File: src/rtl/imem_boot_loader_if.sv
// ============================================================================
// Module      : imem_boot_loader_if
// Description : Byte-stream handshake and instruction-memory write bus used
//               by the boot loader.
//               slave  modport : the boot loader (consumes bytes, writes IMEM)
//               master modport : the byte source / memory observer
// Signals     : byte_i[7:0], byte_valid_i, byte_ready_o,
//               im_we_o, im_addr_o[31:0], im_data_o[31:0]
// Revision    : 1.0 - initial release
// ============================================================================
`default_nettype none

interface imem_boot_loader_if;
    logic [7:0]  byte_i;
    logic        byte_valid_i;
    logic        byte_ready_o;
    logic        im_we_o;
    logic [31:0] im_addr_o;
    logic [31:0] im_data_o;

    modport slave (
        input  byte_i,
        input  byte_valid_i,
        output byte_ready_o,
        output im_we_o,
        output im_addr_o,
        output im_data_o
    );

    modport master (
        output byte_i,
        output byte_valid_i,
        input  byte_ready_o,
        input  im_we_o,
        input  im_addr_o,
        input  im_data_o
    );
endinterface

`default_nettype wire

File: src/rtl/imem_boot_loader.sv
// ============================================================================
// Module      : imem_boot_loader
// Description : Loads a program into instruction memory from a byte stream.
//               Stream format: length header N (words), 4*N data bytes
//               (big-endian words), then an XOR checksum of the data bytes.
//               The CPU is held in reset until a load verifies.
// Ports       : clk_i, rst_i (async, active-low)
//               bus            - byte stream in, IMEM write bus out
//               start_i        - restart pulse, honoured in DONE/ERR only
//               cpu_rst_o      - active-low CPU reset
//               done_o, err_o  - load status
//               words_loaded_o - words written in the current load
// Revision    : 1.0 - initial release
// ============================================================================
`default_nettype none

module imem_boot_loader #(
    parameter int unsigned MAX_WORDS = 32,
    parameter int unsigned CNT_W     = 6
) (
    input  wire logic             clk_i,
    input  wire logic             rst_i,
    imem_boot_loader_if.slave     bus,
    input  wire logic             start_i,
    output logic                  cpu_rst_o,
    output logic                  done_o,
    output logic                  err_o,
    output logic [CNT_W-1:0]      words_loaded_o
);

    typedef enum logic [2:0] {
        S_IDLE  = 3'd0,
        S_LOAD  = 3'd1,
        S_CHECK = 3'd2,
        S_DONE  = 3'd3,
        S_ERR   = 3'd4
    } state_t;

    state_t             r_state;
    logic [1:0]         r_byte_idx;
    logic [23:0]        r_shift;      // first three bytes of the word in flight
    logic [7:0]         r_csum;
    logic [CNT_W-1:0]   r_len;
    logic [CNT_W-1:0]   r_words;
    logic               r_im_we;
    logic [31:0]        r_im_addr;
    logic [31:0]        r_im_data;
    logic               r_cpu_rst;
    logic               r_done;
    logic               r_err;

    logic               w_ready;
    logic               w_accept;
    logic               w_hdr_bad;
    logic [CNT_W-1:0]   w_words_inc;

    // Ready is a pure decode of state so the source sees backpressure
    // the same cycle the loader enters DONE or ERR.
    assign w_ready     = (r_state == S_IDLE) || (r_state == S_LOAD) || (r_state == S_CHECK);
    assign w_accept    = bus.byte_valid_i && w_ready;
    assign w_hdr_bad   = (bus.byte_i == 8'd0) || (32'(bus.byte_i) > MAX_WORDS);
    assign w_words_inc = r_words + CNT_W'(1);

    always_ff @(posedge clk_i or negedge rst_i) begin
        if (!rst_i) begin
            r_state    <= S_IDLE;
            r_byte_idx <= 2'd0;
            r_shift    <= 24'd0;
            r_csum     <= 8'd0;
            r_len      <= '0;
            r_words    <= '0;
            r_im_we    <= 1'b0;
            r_im_addr  <= 32'd0;
            r_im_data  <= 32'd0;
            r_cpu_rst  <= 1'b0;
            r_done     <= 1'b0;
            r_err      <= 1'b0;
        end else begin
            r_im_we <= 1'b0;   // write strobe is a single-cycle pulse
            case (r_state)
                S_IDLE: begin
                    if (w_accept) begin
                        if (w_hdr_bad) begin
                            r_state <= S_ERR;
                            r_err   <= 1'b1;
                        end else begin
                            r_len      <= CNT_W'(bus.byte_i);
                            r_csum     <= 8'd0;
                            r_byte_idx <= 2'd0;
                            r_words    <= '0;
                            r_state    <= S_LOAD;
                        end
                    end
                end
                S_LOAD: begin
                    if (w_accept) begin
                        r_csum  <= r_csum ^ bus.byte_i;
                        r_shift <= {r_shift[15:0], bus.byte_i};
                        if (r_byte_idx == 2'd3) begin
                            r_im_data  <= {r_shift, bus.byte_i};
                            r_im_addr  <= 32'({r_words, 2'b00});
                            r_im_we    <= 1'b1;
                            r_words    <= w_words_inc;
                            r_byte_idx <= 2'd0;
                            if (w_words_inc == r_len) begin
                                r_state <= S_CHECK;
                            end
                        end else begin
                            r_byte_idx <= r_byte_idx + 2'd1;
                        end
                    end
                end
                S_CHECK: begin
                    if (w_accept) begin
                        if (bus.byte_i == r_csum) begin
                            r_state   <= S_DONE;
                            r_done    <= 1'b1;
                            r_cpu_rst <= 1'b1;
                        end else begin
                            r_state <= S_ERR;
                            r_err   <= 1'b1;
                        end
                    end
                end
                S_DONE, S_ERR: begin
                    if (start_i) begin
                        r_state   <= S_IDLE;
                        r_done    <= 1'b0;
                        r_err     <= 1'b0;
                        r_cpu_rst <= 1'b0;
                        r_words   <= '0;
                    end
                end
                default: begin
                    r_state <= S_IDLE;
                end
            endcase
        end
    end

    assign bus.byte_ready_o = w_ready;
    assign bus.im_we_o      = r_im_we;
    assign bus.im_addr_o    = r_im_addr;
    assign bus.im_data_o    = r_im_data;
    assign cpu_rst_o        = r_cpu_rst;
    assign done_o           = r_done;
    assign err_o            = r_err;
    assign words_loaded_o   = r_words;

endmodule

`default_nettype wire

File: src/flat_wrapper.sv
// flat-port wrapper written by rule: the top's interface ports become plain ports
module imem_boot_loader_flat 
#(
    parameter int unsigned MAX_WORDS = 32,
    parameter int unsigned CNT_W     = 6
)
  (clk_i, rst_i, start_i, cpu_rst_o, done_o, err_o, words_loaded_o, bus_byte_i, bus_byte_valid_i, bus_byte_ready_o, bus_im_we_o, bus_im_addr_o, bus_im_data_o);
  imem_boot_loader_if bus_i ();
  input  wire logic clk_i;
  input  wire logic rst_i;
  input  wire logic start_i;
  output logic cpu_rst_o;
  output logic done_o;
  output logic err_o;
  output logic [CNT_W-1:0] words_loaded_o;
  input wire logic [$bits(bus_i.byte_i)-1:0] bus_byte_i;
  input wire logic [$bits(bus_i.byte_valid_i)-1:0] bus_byte_valid_i;
  output wire logic [$bits(bus_i.byte_ready_o)-1:0] bus_byte_ready_o;
  output wire logic [$bits(bus_i.im_we_o)-1:0] bus_im_we_o;
  output wire logic [$bits(bus_i.im_addr_o)-1:0] bus_im_addr_o;
  output wire logic [$bits(bus_i.im_data_o)-1:0] bus_im_data_o;
  assign bus_i.byte_i = bus_byte_i;
  assign bus_i.byte_valid_i = bus_byte_valid_i;
  assign bus_byte_ready_o = bus_i.byte_ready_o;
  assign bus_im_we_o = bus_i.im_we_o;
  assign bus_im_addr_o = bus_i.im_addr_o;
  assign bus_im_data_o = bus_i.im_data_o;
  imem_boot_loader #(.MAX_WORDS(MAX_WORDS), .CNT_W(CNT_W)) u_core (.clk_i(clk_i), .rst_i(rst_i), .bus(bus_i), .start_i(start_i), .cpu_rst_o(cpu_rst_o), .done_o(done_o), .err_o(err_o), .words_loaded_o(words_loaded_o));
endmodule
File: config.mk
export PLATFORM = sky130hd
export DESIGN_NAME = imem_boot_loader_flat
export DESIGN_NICKNAME = d
export VERILOG_FILES = /design/src/rtl/imem_boot_loader_if.sv /design/src/rtl/imem_boot_loader.sv /design/src/flat_wrapper.sv
export SDC_FILE = /design/constraint.sdc
export NUM_CORES = 1
export LEC_CHECK = 0
export BUFFER_PORTS_ARGS = -buffer_cell sky130_fd_sc_hd__buf_2
export CELL_PAD_IN_SITES_DETAIL_PLACEMENT = 0
export CELL_PAD_IN_SITES_GLOBAL_PLACEMENT = 1
export CORE_MARGIN = 5
export CORE_UTILIZATION = 30
export CTS_BUF_LIST = sky130_fd_sc_hd__clkbuf_2
export CTS_CLUSTER_SIZE = 20
export DETAILED_ROUTE_END_ITERATION = 8
export PLACE_DENSITY_LB_ADDON = 0.1
export SLEW_MARGIN = 30
export SYNTH_ARGS = -nofsm -noshare
export SYNTH_HDL_FRONTEND = slang
export SYNTH_SLANG_ARGS = --single-unit
File: constraint.sdc
create_clock -name clk_i -period 2 [get_ports clk_i]
set_input_delay 0.1 -clock clk_i [delete_from_list [all_inputs] [get_ports clk_i]]
set_output_delay 0.1 -clock clk_i [all_outputs]
set_load 0.01 [all_outputs]
==> results_dict.tcl, run 1 <==
set metrics [dict create \
    ff2ff_setup_slack_ps 70 \
    area_growth_syn_to_layout_pct 18.8 \
    n_antenna_cell 0 \
    drc_errors 0 \
    root_buffer "clkbuf_2" \
    cap_violations 0 \
    dr.pass1.iters 4 \
    clock.fmax_mhz 514 \
    clock_latency_ps 580 \
    clockPowerShare_pct 12.6 \
    ys_warn_count 0 \
    worstRegToRegCells 6 \
    cts.sinks 90 \
    io_pins 87 \
    synthArstFlopShare_pct 100 \
    finClkSkew_ps 33.2 \
    crit_start "bus_byte_i[3]" \
    setup_violations 0 \
    place_area_sq_um 4660 \
    nFillCells 1448 \
    power.density_nw_per_um2 1270 \
    die_x_microns 128 \
    floorplan.initialDensity_pct 30.3 \
    crit_type "input port to flop" \
    vias 2914 \
    crit_end "u_core.err_o" \
    grt_remaining_overflow 0 \
    min_path_type "input port to flop" \
    yosysSeqAreaShare_pct 54.2 \
    fin_area_sq_um 4940 \
    p_int_mw 3.95 \
    synth_edf_count 0 \
    gp_congestion 0.734 \
    worstReg2RegEnd "u_core.r_state[0]" \
    grt_pass1_wl_microns 16100 \
    reg2reg_from "u_core.words_loaded_o[0]" \
    cp.required_ps 2510 \
    synth_cells 381 \
    cts.htree.levels 3 \
    wire_per_inst_microns 15.2 \
    critPathArrivalTime_ps 2450 \
    hold_slack_ps 333 \
    comb_power_share_pct 39.5 \
    synthFlopType "dfrtp_1" \
    layout-drive-gt1-share_pct 31.1 \
    crit_fanout 3 \
    cts_buffers 9 \
    grt_max_degree 58 \
    switching_power_mw 2.32 \
    viasPerCell 4.47 \
    grt_pass1_vias 2974 \
    routed_wl_microns 9930 \
    drt_iter0_markers 144 \
    finalHoldViolCount 0 \
    end_kind "flop" \
    finalCritPeriodShare_pct 97.3 \
    synth_area_per_cell_sq_um 10.9 \
    fin_ws_ps 54.0 \
    fin_nets 482 \
    dp_worst_setup_slack_ps -49.6 \
    grt_usage_pct 12.6 \
    rows 43 \
    clock_path_buffers 2 \
    fp.dieH_microns 128 \
    p_total_mw 6.27 \
    antenna_found_initial 0 \
    rsz0062_at_grt "no" \
    synthDistinctLibCells 46 \
    critPathLaunchType "input port" \
    status "completed" \
    power_leakage_nw 2.43 \
    switching_share_pct 37.0 \
    min_period_ps 1950 \
    irDropWorstVdd_uv 445 \
    maxSlewViolCount 0 \
    ys_ff_latch 90 \
    clkTransAtPathRegs_ps 260 \
    final_antenna_net_count 0 \
    p_seq_share_pct 48.0 \
    cts_tree "yes" \
    place.detailed.hpwl_microns 6590 \
    die-area_sq_um 16300 \
    placement.io_buffers 60 \
    coreArea_sq_um 13700 \
    netlist_area_sq_um 4160 \
]
-- metrics by stage --
| stage | utilization [%] | cells | setup TNS, ps |
|---|---|---|---|
| floorplan | - | 406 | 0 |
| global placement | 34.0 | 619 | -32.3 |
| detailed placement | 34.0 | 619 | -290 |
| CTS | 35.6 | 649 | 0 |
| global route | 36.0 | 652 | 0 |
| finish | 36.0 | 652 | 0 |
-- critical path, stage by stage --
cell,delay [ps]
dlygate4sd3_1,540
buf_2,150
or4_1,550
o21a_1,250
or4_4,510
mux2i_1,170
mux2i_1,190
-- layout make-up --
| type | count | area, sq um | share of cell area [%] |
|---|---|---|---|
| clock inverter | 5 | 30.0 | 0.608 |
| inverter | 4 | 15.0 | 0.304 |
| tap | 180 | 225 | 4.56 |
| sequential | 90 | 2250 | 45.6 |
| timing repair buffer | 98 | 663 | 13.4 |
| multi-input combinational | 265 | 1710 | 34.5 |
| clock buffer | 10 | 50.0 | 1.01 |
-- power groups by stage --
stage	Combinational, mW	Sequential (mW)	Clock (mW)
after global routing	2.79	3.12	0.907
after floorplan	1.39	3.18	0
after global placement	2.38	3.06	0
final	2.48	3.01	0.788
after CTS	2.46	3.03	0.842
after detailed placement	2.39	3.09	0
-- logic make-up after synthesis --
group / synth area share (%)
xor gates and xnor gates: 3.37
adders and majority gates: 0.602
and+or+nand+nor: 13.8
AOI/OAI and AO/OA: 7.73
DFF: 54.2
muxes: 12.9
buffers and inverters: 7.37
other: 0.0902
-- what timing repair did --
item                                    4_1_cts  5_1_grt
endpoints found under the setup margin        1       21
endpoints found under the hold margin       122        0
gates resized for setup                       0        3
pin swaps                                     0        2
hold buffers                                 13        0
gates cloned                                  0        1
setup buffers                                 2        2
-- sequential cells by signal (all words and copies together), names as in the netlist --
| register | count |
|---|---|
| u_core.err_o | 1 |
| u_core.r_shift | 24 |
| u_core.bus.im_addr_o | 6 |
| u_core.bus.im_we_o | 1 |
| u_core.bus.im_data_o | 32 |
| u_core.r_csum | 8 |
| u_core.cpu_rst_o | 1 |
| u_core.r_state | 3 |
| u_core.words_loaded_o | 6 |
| u_core.r_byte_idx | 2 |
| u_core.r_len | 6 |
-- layer usage --
layer | global-route usage (%) | routed length, microns | vias to the layer above
met3 | 2.46 | 419 | 12
li1 | - | - | 1426
met2 | 19.6 | 4570 | 63
met5 | 0 | 0 | -
met1 | 17.4 | 4760 | 1413
met4 | 5.06 | 174 | 0
-- worst min-delay path by stage --
stage	startpoint	endpoint	cells after the start	slack, ps
4_1_cts	bus_byte_i[2]	u_core.r_shift[2]	4	270
3_3_place_gp	rst_i	u_core.cpu_rst_o	1	-40
2_1_floorplan	rst_i	u_core.bus.im_addr_o[2]	0	-200
3_5_place_dp	rst_i	u_core.cpu_rst_o	1	-30
6_report	bus_byte_i[2]	u_core.r_shift[2]	4	330
5_1_grt	bus_byte_i[2]	u_core.r_shift[2]	4	310
-- cells in the mapped netlist, types with 2 or more instances --
library cell / instances / area, sq um
nand3_1: 3 / 15.0
a21o_1: 2 / 15.0
nor2b_1: 6 / 37.5
nand2b_1: 4 / 25.0
buf_4: 29 / 218
nor4_1: 2 / 12.5
or3_1: 7 / 43.8
a21oi_1: 14 / 70.1
a31oi_1: 10 / 62.6
and3_1: 3 / 18.8
buf_2: 4 / 20.0
nor3b_1: 3 / 22.5
xnor2_1: 7 / 61.3
o21bai_1: 2 / 15.0
nor3_1: 5 / 25.0
nand2_1: 79 / 297
or4_1: 2 / 15.0
o21a_1: 3 / 22.5
ha_1: 2 / 25.0
dfrtp_1: 90 / 2250
o22ai_1: 2 / 12.5
inv_1: 4 / 15.0
o21ai_0: 6 / 30.0
nor2_1: 3 / 11.3
a22o_1: 2 / 17.5
mux2i_1: 4 / 40.0
xor2_1: 9 / 78.8
mux2_2: 44 / 495
clkbuf_1: 13 / 48.8
-- placed cells by master, fill, tap and decap left out, types with 2 or more instances in the layout --
| master | n |
|---|---|
| dfrtp_1 | 90 |
| nand2_1 | 79 |
| buf_2 | 59 |
| mux2_2 | 44 |
| conb_1 | 26 |
| buf_4 | 23 |
| a21oi_1 | 14 |
| dlygate4sd3_1 | 13 |
| a31oi_1 | 10 |
| clkbuf_2 | 10 |
| xor2_1 | 9 |
| xnor2_1 | 7 |
| or3_1 | 7 |
| nor2b_1 | 6 |
| o21ai_0 | 6 |
| nor3_1 | 5 |
| nand2b_1 | 4 |
| mux2i_1 | 4 |
| o21a_1 | 3 |
| nor2_1 | 3 |
| inv_1 | 3 |
| nand3_1 | 3 |
| and3_1 | 3 |
| nor3b_1 | 3 |
| a22o_1 | 2 |
| a21o_1 | 2 |
| o22ai_1 | 2 |
| nor4_1 | 2 |
| o21bai_1 | 2 |
| clkinv_1 | 2 |
| buf_12 | 2 |
No activity file was read; power rests on OpenSTA's default activity.
==> inputs of run 2 (changes only) <==
--- a/config.mk
+++ b/config.mk
@@ -8,8 +8,8 @@
 export BUFFER_PORTS_ARGS = -buffer_cell sky130_fd_sc_hd__buf_2
 export CELL_PAD_IN_SITES_DETAIL_PLACEMENT = 0
 export CELL_PAD_IN_SITES_GLOBAL_PLACEMENT = 1
-export CORE_MARGIN = 5
-export CORE_UTILIZATION = 30
+export CORE_MARGIN = 3
+export CORE_UTILIZATION = 40
 export CTS_BUF_LIST = sky130_fd_sc_hd__clkbuf_2
 export CTS_CLUSTER_SIZE = 20
 export DETAILED_ROUTE_END_ITERATION = 8
==> run 2 against run 1 <==
Effect of this change:
- the run now ends with setup timing left
- clock skew fell by 6.6 ps
- first-iteration DRC count fell by 27%
- design area fell by 1.2%
- clock power rose by 22%
- register-to-register slack improved by 40 ps
- clock-buffer cell count did not move
- die area fell by 29%
- cell count fell by 7.5%
- via count rose by 2.1%
- core utilization rose by 13 points
- critical path depth did not move
- wire length fell by 12%
- critical endpoint unchanged
==> results_dict.tcl, run 2 (synthesized netlist as in run 1, its figures left out) <==
set metrics [dict create \
    status "finished, violations left" \
    violations "setup timing" \
    end_kind "flop" \
    grt_max_degree 43 \
    fin_util_pct 49.0 \
    clock_latency_ps 540 \
    finalHoldViolCount 0 \
    antenna_found_initial 0 \
    root_buffer "clkbuf_2" \
    cts.htree.levels 3 \
    dr.pass1.iters 4 \
    wire_per_inst_microns 14.5 \
    cts.sinks 90 \
    setup_violations 1 \
    switching_power_mw 2.32 \
    p_total_mw 6.40 \
    floorplan.initialDensity_pct 41.8 \
    crit_fanout 3 \
    crit_type "input port to flop" \
    gp_congestion 0.775 \
    multi_input_area_sq_um 1710 \
    nFillCells 962 \
    clockPowerShare_pct 15.1 \
    worstRegToRegCells 6 \
    route.met2.wl_microns 4060 \
    finClkSkew_ps 26.6 \
    p_int_mw 4.08 \
    slowest_stage "or4_1" \
    power.density_nw_per_um2 1310 \
    die-area_sq_um 11700 \
    viasPerCell 4.93 \
    finalCritPeriodShare_pct 100 \
    n_antenna_cell 0 \
    drc_errors 0 \
    cpPeakStageDelay_ps 550 \
    routed_wl_microns 8750 \
    fin_ws_ps -0.791 \
    cts_buffers 9 \
    switching_share_pct 36.2 \
    tightestPinTransition_ps 556 \
    io_pins 87 \
    p_seq_share_pct 47.4 \
    wl_met1_microns 4160 \
    critPathLaunchType "input port" \
    power_leakage_nw 2.42 \
    fp.dieH_microns 108 \
    area_growth_syn_to_layout_pct 17.4 \
    critPathTopFamily "simple AND/OR/NAND/NOR gates" \
    top_layer "met4" \
    dp_worst_setup_slack_ps -26.0 \
    placement.io_buffers 60 \
    grt_usage_pct 15.9 \
    most-common-layout-cells "dfrtp_1, nand2_1, buf_2, mux2_2, conb_1" \
    relSlewSlack_pct 62.9 \
    die_x_microns 108 \
    reg2reg_from "u_core.words_loaded_o[0]" \
    place.detailed.hpwl_microns 6010 \
    irDropWorstVdd_uv 568 \
    cp_cell_sequence "dlygate4sd3_1 > buf_2 > or4_1 > o21a_1 > or4_1 > mux2i_1 > mux2i_1" \
    layout-drive-gt1-share_pct 31.7 \
    clock.fmax_mhz 500 \
    cp.buffers_inverters 2 \
    clkTransAtPathRegs_ps 260 \
    wl_met3_microns 413 \
    largest_reg_flops 32 \
    hold_slack_ps 41.7 \
    comb_power_share_pct 37.5 \
    cap_violations 0 \
    maxSlewViolCount 0 \
    fin_nets 479 \
    rows 36 \
    grt_pass1_wl_microns 14400 \
    regArea_sq_um 2250 \
    drt_iter0_markers 105 \
    cts_tree "yes" \
    min_period_ps 2000 \
    grt_remaining_overflow 0 \
    coreArea_sq_um 9950 \
    critPathArrivalTime_ps 2500 \
    grt_pass1_vias 2857 \
    final_antenna_net_count 0 \
    ff2ff_setup_slack_ps 110 \
    vias 2975 \
    worstReg2RegEnd "u_core.r_state[0]" \
    clock_path_buffers 2 \
    rsz0062_at_grt "yes" \
    layout_commonest_cell "dfrtp_1" \
    min_path_type "input port to async pin" \
    cp.required_ps 2500 \
]
## run 2: layer usage
layer	vias to the layer above	global-route usage, %
li1	1417	-
met1	1472	22.3
met2	76	24.5
met3	10	3.70
met4	0	4.87
met5	-	0
## run 2: timing repair
item	4_1_cts	5_1_grt
setup endpoints to repair	0	9
hold buffers	11	0
setup buffers	0	2
hold endpoints to repair	115	0
resized for setup	0	3
## run 2: per-stage QoR
step / TNS, ps / cell area (sq um) / instances
finish: -0.791 / 4880 / 603
global route: -113 / 4880 / 603
CTS: 0 / 4850 / 601
detailed placement: -26.0 / 4620 / 574
global placement: 0 / 4620 / 574
floorplan: 0 / 4250 / 406
## run 2: power groups by stage
stage                     combinational [mW]  clock, mW  sequential (mW)
after detailed placement                2.36          0             3.08
after floorplan                         1.39          0             3.18
after global routing                    2.67       1.09             3.15
final                                   2.40      0.965             3.03
after global placement                  2.33          0             3.05
after CTS                               2.39       1.01             3.03
## run 2: cell type report
class	count	area share, %
Sequential cell	90	46.2
Tap cell	133	3.41
Timing Repair Buffer	95	12.7
Clock inverter	6	1.51
Inverter	4	0.308
Clock buffer	10	1.03
Multi-Input combinational cell	265	34.9
## run 2: worst max-delay path by stage
stage,to,slack (ps),depth (start not counted),start
2_1_floorplan,u_core.bus.im_data_o[21],40,9,u_core.r_state[2]
3_3_place_gp,u_core.err_o,20,6,bus_byte_i[3]
3_5_place_dp,u_core.err_o,-30,6,bus_byte_i[3]
4_1_cts,u_core.r_state[0],30,6,u_core.words_loaded_o[0]
5_1_grt,u_core.r_len[2],-30,6,bus_byte_i[4]
6_report,u_core.err_o,-0.8,7,bus_byte_i[4]
==> inputs of run 3 (changes only) <==
--- a/config.mk
+++ b/config.mk
@@ -5,7 +5,7 @@
 export SDC_FILE = /design/constraint.sdc
 export NUM_CORES = 1
 export LEC_CHECK = 0
-export BUFFER_PORTS_ARGS = -buffer_cell sky130_fd_sc_hd__buf_2
+export BUFFER_PORTS_ARGS = -buffer_cell sky130_fd_sc_hd__buf_4
 export CELL_PAD_IN_SITES_DETAIL_PLACEMENT = 0
 export CELL_PAD_IN_SITES_GLOBAL_PLACEMENT = 1
 export CORE_MARGIN = 3
@@ -14,6 +14,7 @@
 export CTS_CLUSTER_SIZE = 20
 export DETAILED_ROUTE_END_ITERATION = 8
 export PLACE_DENSITY_LB_ADDON = 0.1
+export RECOVER_POWER = 50
 export SLEW_MARGIN = 30
 export SYNTH_ARGS = -nofsm -noshare
 export SYNTH_HDL_FRONTEND = slang
==> run 3 against run 2 <==
Effect of this change:
- the flow now finishes without violations
- flip-flop and latch count is the same
- wire length shrank 0.99%
- clock power shrank 15%
- combinational power is essentially flat
- fmax grew 1.1%
- core utilization grew 0.39 points
- critical path type unchanged
- highest routed layer unchanged
==> results_dict.tcl, run 3 (synthesized netlist as in run 1, its figures left out) <==
set metrics [dict create \
    tightestPinTransition_ps 1050 \
    dp_worst_setup_slack_ps -51.4 \
    crit_fanout 7 \
    cts.sinks 90 \
    critPathArrivalTime_ps 2420 \
    gp_congestion 0.792 \
    die_x_microns 108 \
    clock_path_buffers 2 \
    power.density_nw_per_um2 1270 \
    fp.dieH_microns 108 \
    grt_pass1_wl_microns 14400 \
    finalCritPeriodShare_pct 99.0 \
    maxSlewViolCount 0 \
    grt_usage_pct 15.7 \
    dr.pass1.iters 4 \
    placedCellCount 573 \
    fin_cells 603 \
    fin_area_sq_um 4920 \
    drc_errors 0 \
    relSlewSlack_pct 29.8 \
    rows 36 \
    most-common-layout-cells "dfrtp_1, nand2_1, buf_4, mux2_2, conb_1" \
    power_leakage_nw 2.35 \
    area_growth_syn_to_layout_pct 18.4 \
    cp.required_ps 2440 \
    wire_per_inst_microns 14.4 \
    largest_reg_flops 32 \
    critPathLaunchType "input port" \
    layout_commonest_cell "dfrtp_1" \
    cts_buffers 9 \
    finalHoldViolCount 0 \
    viasPerCell 4.84 \
    grt_max_degree 50 \
    floorplan.initialDensity_pct 41.8 \
    rsz0062_at_grt "yes" \
    place_area_sq_um 4770 \
    clock_latency_ps 540 \
    final_antenna_net_count 0 \
    placement.io_buffers 60 \
    setup_violations 0 \
    crit_type "input port to flop" \
    irDropWorstVdd_uv 543 \
    routed_wl_microns 8660 \
    layout-drive-gt1-share_pct 26.4 \
    min_period_ps 1980 \
    vias 2919 \
    hold_slack_ps 313 \
    fin_nets 479 \
    cts_tree "yes" \
    n_antenna_cell 0 \
    fin_ws_ps 20.9 \
    min_path_type "input port to flop" \
    die-area_sq_um 11700 \
    grt_remaining_overflow 0 \
    cap_violations 0 \
    cts.htree.levels 3 \
    drt_iter0_markers 109 \
    place.detailed.hpwl_microns 5890 \
    antenna_found_initial 0 \
    root_buffer "clkbuf_2" \
    finClkSkew_ps 31.8 \
    status "completed" \
    end_kind "flop" \
    coreArea_sq_um 9950 \
    clock.fmax_mhz 505 \
    grt_pass1_vias 2835 \
    clkTransAtPathRegs_ps 240 \
    io_pins 87 \
]
run 3: final timing paths:
kind | start | endpoint | slack, ps | cells past startpoint
max | bus_byte_i[4] | u_core.r_len[0] | 20 | 7
min | bus_byte_i[3] | u_core.err_o | 310 | 6
max reg2reg | u_core.words_loaded_o[1] | u_core.r_state[0] | 90 | 6
min reg2reg | u_core.r_shift[19] | u_core.r_shift[19] | 500 | 2
max in group asynchronous | rst_i | u_core.r_shift[7] | 190 | 4
min in group asynchronous | rst_i | u_core.bus.im_data_o[22] | 780 | 3
run 3: where the power goes:
group          switching [mW]  internal [mW]  leakage (nW)
registers               0.476           2.55          1.13
clock network           0.643          0.176        0.0618
logic                    1.18           1.25          1.16
run 3: area by class of cell:
type | instances | area, sq um
Clock buffer | 9 | 45.0
Clock inverter | 7 | 53.8
Fill cell | 964 | 5030
Inverter | 4 | 15.0
Multi-Input combinational cell | 265 | 1710
Sequential cell | 90 | 2250
Tap cell | 133 | 166
Timing Repair Buffer | 95 | 683
run 3: routing by layer:
layer / vias up / track usage [%] / part of all wire [%]
met1: 1435 / 22.3 / 47
met3: 4 / 4.18 / 5.1
met2: 66 / 24.4 / 47
li1: 1414 / - / -
met4: 0 / 3.52 / 0.67
met5: - / 0 / 0
run 3: worst max-delay path: stages:
cell and delay [ps]:
dlygate4sd3_1 530, buf_4 130, or4_1 550, o21a_1 240, buf_4 150, nor3_4 340, mux2_2 380
run 3: timing repair:
action	in CTS	in global routing
setup buffers	0	2
hold buffers	11	1
hold endpoints to repair	121	20
resized for setup	0	3
endpoints found under the setup margin	0	8
run 3: through the flow:
step,utilization (%),setup TNS [ps],power [mW]
after floorplan,-,0,4.57
after global placement,47.9,-23.6,5.64
after detailed placement,47.9,-316,5.68
after CTS,50.0,0,6.54
after global routing,49.4,-23.7,6.81
final,49.4,0,6.27
